## src/rtl/wb_pkg.sv

```systemverilog
// Shared types and constants for the register-file write-back port.
package wb_pkg;

    localparam logic [4:0] REG_ZERO = 5'd0;
    localparam int WB_DEPTH = 4;

    typedef struct packed {
        logic [4:0]  wa;
        logic [31:0] wd;
        logic [31:0] pc;
    } wb_entry_t;

endpackage

```

## src/rtl/wb_kill_fifo.sv

```systemverilog
// Circular buffer of queued write-backs with kill-by-address and a pending-register mask.
module wb_kill_fifo
    import wb_pkg::*;
#(
    parameter int DEPTH = WB_DEPTH,
    parameter int AW    = $clog2(DEPTH)
) (
    input  logic        clk,
    input  logic        reset,
    input  logic        push,
    input  wb_entry_t   push_entry,
    input  logic        pop,
    input  logic        kill,
    input  logic [4:0]  kill_wa,
    output wb_entry_t   head,
    output logic [31:0] pending,
    output logic        full,
    output logic        empty
);

    wb_entry_t     mem [DEPTH];
    logic [AW-1:0] rd_ptr;
    logic [AW-1:0] wr_ptr;
    logic [AW:0]   count;

    assign full  = (count == (AW+1)'(DEPTH));
    assign empty = (count == '0);
    assign head  = mem[rd_ptr];

    // NOTE: storage has no reset; liveness comes from the pointers and count, so stale slots never leak out.
    always_ff @(posedge clk) begin
        if (kill) begin
            for (int i = 0; i < DEPTH; i++) begin
                if (mem[i].wa == kill_wa) mem[i].wa <= REG_ZERO;
            end
        end
        if (push) mem[wr_ptr] <= push_entry;
    end

    always_ff @(posedge clk or posedge reset) begin
        if (reset) begin
            rd_ptr <= '0;
            wr_ptr <= '0;
            count  <= '0;
        end else begin
            if (push) wr_ptr <= wr_ptr + AW'(1);
            if (pop)  rd_ptr <= rd_ptr + AW'(1);
            if (push && !pop)      count <= count + (AW+1)'(1);
            else if (pop && !push) count <= count - (AW+1)'(1);
        end
    end

    // Only slots within [rd_ptr, rd_ptr+count) are live; killed entries carry wa=0.
    always_comb begin
        logic [AW-1:0] off;
        pending = '0;
        for (int i = 0; i < DEPTH; i++) begin
            off = AW'(i) - rd_ptr;
            if ({1'b0, off} < count) pending = pending | (32'd1 << mem[i].wa);
        end
        pending[0] = 1'b0;
    end

endmodule

```

## src/rtl/wb_write_port.sv

```systemverilog
// Register-file write port: pipeline writes win, buffered MDU results fill idle cycles.
module wb_write_port
    import wb_pkg::*;
#(
    parameter int DEPTH = WB_DEPTH,
    parameter int AW    = $clog2(DEPTH)
) (
    input  logic        clk,
    input  logic        reset,
    input  logic [4:0]  pipe_wa,
    input  logic [31:0] pipe_wd,
    input  logic [31:0] pipe_pc,
    input  logic        mdu_valid,
    output logic        mdu_ready,
    input  logic [4:0]  mdu_wa,
    input  logic [31:0] mdu_wd,
    input  logic [31:0] mdu_pc,
    output logic [4:0]  WA,
    output logic [31:0] WD,
    output logic [31:0] PC_W,
    output logic [31:0] pending,
    output logic        full,
    output logic        empty
);

    logic      pipe_write;
    logic      push;
    logic      pop;
    wb_entry_t head;

    assign pipe_write = (pipe_wa != REG_ZERO);
    assign mdu_ready  = !full;
    assign pop        = !pipe_write && !empty;
    // Results for $0, or already overwritten by a same-cycle pipeline write, are acknowledged and dropped.
    assign push = mdu_valid && mdu_ready && (mdu_wa != REG_ZERO)
               && !(pipe_write && (mdu_wa == pipe_wa));

    wb_kill_fifo #(.DEPTH(DEPTH), .AW(AW)) u_fifo (
        .clk        (clk),
        .reset      (reset),
        .push       (push),
        .push_entry ('{wa: mdu_wa, wd: mdu_wd, pc: mdu_pc}),
        .pop        (pop),
        .kill       (pipe_write),
        .kill_wa    (pipe_wa),
        .head       (head),
        .pending    (pending),
        .full       (full),
        .empty      (empty)
    );

    always_ff @(posedge clk or posedge reset) begin
        if (reset) begin
            WA   <= REG_ZERO;
            WD   <= '0;
            PC_W <= '0;
        end else if (pipe_write) begin
            WA   <= pipe_wa;
            WD   <= pipe_wd;
            PC_W <= pipe_pc;
        end else if (!empty) begin
            WA   <= head.wa;
            WD   <= head.wd;
            PC_W <= head.pc;
        end else begin
            WA   <= REG_ZERO;
        end
    end

endmodule

```

## config.mk

```make
export PLATFORM = sky130hd
export DESIGN_NAME = wb_write_port
export DESIGN_NICKNAME = d
export VERILOG_FILES = /design/src/rtl/wb_pkg.sv /design/src/rtl/wb_kill_fifo.sv /design/src/rtl/wb_write_port.sv
export SDC_FILE = /design/constraint.sdc
export NUM_CORES = 1
export LEC_CHECK = 0
export BUFFER_PORTS_ARGS = -buffer_cell sky130_fd_sc_hd__buf_2
export CAP_MARGIN = 15
export CORE_MARGIN = 3
export CORE_UTILIZATION = 30
export DETAILED_ROUTE_END_ITERATION = 7
export REMOVE_ABC_BUFFERS = 1
export SYNTH_ARGS = -nofsm -noshare
export SYNTH_HDL_FRONTEND = slang
export SYNTH_HIERARCHICAL = 1
export SYNTH_SLANG_ARGS = --single-unit
```

## constraint.sdc

```tcl
create_clock -name clk -period 4.15 [get_ports clk]
set_clock_uncertainty 0.2 [all_clocks]
set_input_delay 0.2075 -clock clk [delete_from_list [all_inputs] [get_ports clk]]
set_output_delay 0.2075 -clock clk [all_outputs]
set_load 0.01 [all_outputs]
```

==> impl_metrics.py <==
metrics = {
    "clocking": {
        "numCtsBuffers": 41,
        "cts_tree": "yes",
        "cts_sinks": 352,
        "clkSlewWorstSetupHoldPaths_ps": 60,
        "htreeDepth": 2,
        "clockBufferDepth": 3,
        "worstSkewPairLatency_ps": 550,
        "cts_root_buf": "clkbuf_16",
        "postCtsSetupRepairBufs": 0,
    },
    "critical_path": {
        "crit_chain": "xnor2_1, inv_1, ha_1, nor2b_1, a211oi_2, a22oi_1, o211ai_1, buf_2",
        "cp-end-kind": "output port",
        "critical-path-slowest-cell": "dfrtp_4",
        "max_stage_delay_ps": 860,
        "worstPathArrival_ps": 3370,
        "r2r_end": "PC_W[20]",
        "start_kind": "flip-flop",
        "critical_path_required_ps": 3740,
        "r2r_cells": 4,
        "crit_type": "reg -> out",
        "reg2reg_from": "u_fifo/rd_ptr[0]",
        "worstPathMaxFanout": 33,
        "rrSetupSlack_ps": 1170,
    },
    "sta": {
        "period_minus_slack_ps": 3770,
        "tns_ps": 0,
        "finalCritPeriodShare": 0.910,
        "worstMarginPinSlew_ps": 928,
        "fmax_mhz": 265,
        "relSlewSlack": 0.381,
        "grt_setup_unrepaired": "false",
        "finalMaxSlewViolations": 0,
        "hold_violations": 0,
        "setup_viol_count_final": 0,
        "hold_slack_ps": 112,
    },
    "min_path": {
        "hold_depth": 3,
        "hold_path.class": "in -> reg",
        "hp-start": "pipe_wa[0]",
        "hold_end": "WD[17]",
    },
    "die": {
        "fp.dieH_um": 233,
        "dieWidth_um": 233,
        "die_area_um2": 54400,
        "num_rows": 82,
        "core-area_um2": 50600,
        "start_util": 0.306,
        "ios": 245,
    },
    "yosys": {
        "syn-instance-count": 998,
        "syn_area_um2": 15500,
        "synth_top_cell_by_area": "edfxtp_1",
        "synthArstFlopShare": 0.216,
        "synth.area.top_cells": "edfxtp_1 54%, dfrtp_1 12%, mux4_2 10%, mux2i_1 4.1%, o21ai_0 2.9%",
        "yosysWarnings": 6,
        "synth_top_cell_area_share": 0.535,
        "synth_edf_count": 276,
        "synth_area_per_cell_um2": 15.5,
        "ys.flop_type": "edfxtp_1",
        "synth.distinct_cells": 53,
        "ys_seq_area_frac": 0.658,
        "yosys_register_bits": 352,
    },
    "drt": {
        "initialDrtViolationCount": 764,
        "vias": 10400,
        "wire_per_inst_um": 21.3,
        "finalWirelength_um": 44100,
        "avgViaCountPerCell": 5.00,
        "ant_nets": 0,
        "drcViolationCount": 0,
        "first_pass_iters": 5,
    },
    "pwr": {
        "power_density_nw_per_um2": 609,
        "ir_worst_vdd_mv": 0.332,
        "total_power_mw": 12.3,
        "power_leakage_nw": 7.40,
    },
    "status": {
        "outcome": "complete, no violations",
    },
    "finish": {
        "syn_to_final_growth_pct": 30.1,
        "layout_common_cells": "276 x edfxtp_1, 243 x buf_2, 139 x dlygate4sd3_1",
        "nFillCells": 4695,
        "fin_nets": 1516,
        "final_common_cell": "edfxtp_1",
        "layout-drive-gt1-share": 0.301,
    },
    "grt": {
        "antenna_found_initial": 5,
        "grt.total_usage": 0.161,
        "grt_max_degree": 69,
        "first_global_vias": 10900,
        "grt_remaining_overflow": 0,
        "grt_pass1_wl_um": 66500,
    },
    "placed_design": {
        "portBuffers": 243,
        "place_hpwl_um": 27600,
        "gp_congestion": 0.861,
    },
    "job": {
        "cap_viol_max_count": 0,
    },
}
## where the power goes
part	switching, mW	total, mW	internal [mW]
Clock	1.45	3.65	2.20
Sequential	0.440	4.92	4.49
Combinational	2.07	3.70	1.63
## area by class of cell
type / count / area [um^2] / area share
sequential: 352 / 10200 / 0.506
multi-input combinational: 560 / 4880 / 0.242
timing repair buffer: 397 / 2780 / 0.138
clock buffer: 53 / 1130 / 0.0561
tap: 672 / 841 / 0.0417
clock inverter: 22 / 253 / 0.0125
inverter: 13 / 50.0 / 0.00248
antenna: 3 / 7.51 / 0.000373
## synth_stat cells, types with 4 or more instances
| master | n |
|---|---|
| edfxtp_1 | 276 |
| o21ai_0 | 91 |
| dfrtp_1 | 76 |
| mux4_2 | 69 |
| mux2i_1 | 64 |
| clkbuf_1 | 42 |
| o21ai_1 | 38 |
| nand2_1 | 34 |
| nor2_1 | 29 |
| xor2_1 | 25 |
| and3_1 | 22 |
| nand3_1 | 19 |
| nor2b_1 | 17 |
| nor3_1 | 15 |
| a22oi_1 | 13 |
| inv_1 | 13 |
| o22ai_1 | 13 |
| buf_2 | 12 |
| nand2b_1 | 12 |
| a221o_1 | 9 |
| and2_1 | 9 |
| buf_4 | 9 |
| ha_1 | 9 |
| buf_6 | 8 |
| o211ai_1 | 8 |
| a211o_1 | 7 |
| xnor2_1 | 7 |
| a211oi_2 | 5 |
| a21o_1 | 5 |
| nor4_1 | 5 |
| o221ai_1 | 5 |
| a31o_2 | 4 |
## how the worst max path moves through the flow
stage,endpoint,cells after the start,start
detailed placement,pending[20],8,u_fifo/rd_ptr[0]
CTS,pending[20],8,u_fifo/rd_ptr[0]
global route,pending[28],8,u_fifo/rd_ptr[0]
global placement,pending[20],8,u_fifo/rd_ptr[0]
floorplan,u_fifo/count[2],9,u_fifo/count[0]
finish,pending[28],8,u_fifo/rd_ptr[0]
## kinds of logic after synthesis
family,Yosys count,share of synthesized area
AOI/OAI and AO/OA,210,0.0866
muxes,134,0.142
other,1,0.000242
DFF,352,0.658
and+or+nand+nor,173,0.0585
buffers and inverters,86,0.0279
xor gates and xnor gates,32,0.0181
adders and majority gates,10,0.00856
## through the flow
| step | worst slack [ps] | area, um^2 | std cells | utilization |
|---|---|---|---|---|
| final | 375 | 20100 | 2072 | 0.398 |
| after global routing | 219 | 20100 | 2072 | 0.398 |
| after CTS | 362 | 20100 | 2069 | 0.398 |
| after detailed placement | 979 | 17400 | 1855 | 0.343 |
| after global placement | 968 | 17400 | 1855 | 0.343 |
| after floorplan | -5360 | 15100 | 925 | - |
## per-layer routing
metal / up-vias / track usage / wire length, um
met5: - / 0 / 27
met2: 388 / 0.269 / 21300
li1: 4654 / - / -
met4: 4 / 0.0606 / 1330
met3: 91 / 0.0361 / 2670
met1: 5219 / 0.205 / 18800
## critical path: cells and delay by family (launching register included)
kind	cells	cell delay (ps)
and+or+nand+nor	1	160
xor gates and xnor gates	1	220
buffers and inverters	2	240
adders and majority gates	1	290
AOI/OAI and AO/OA	3	1030
DFF	1	860
## flip-flops by register name, summed over array words and instances (netlist names)
| signal | count |
|---|---|
| u_fifo/mem | 276 |
| WD | 32 |
| u_fifo/wr_ptr | 2 |
| PC_W | 32 |
| u_fifo/count | 3 |
| WA | 5 |
| u_fifo/rd_ptr | 2 |
## what timing repair did
item	4_1_cts	5_1_grt
hold buffers	139	0
endpoints found under the hold margin	385	0
resized for setup	0	0
(Power assumes the default switching activity.)
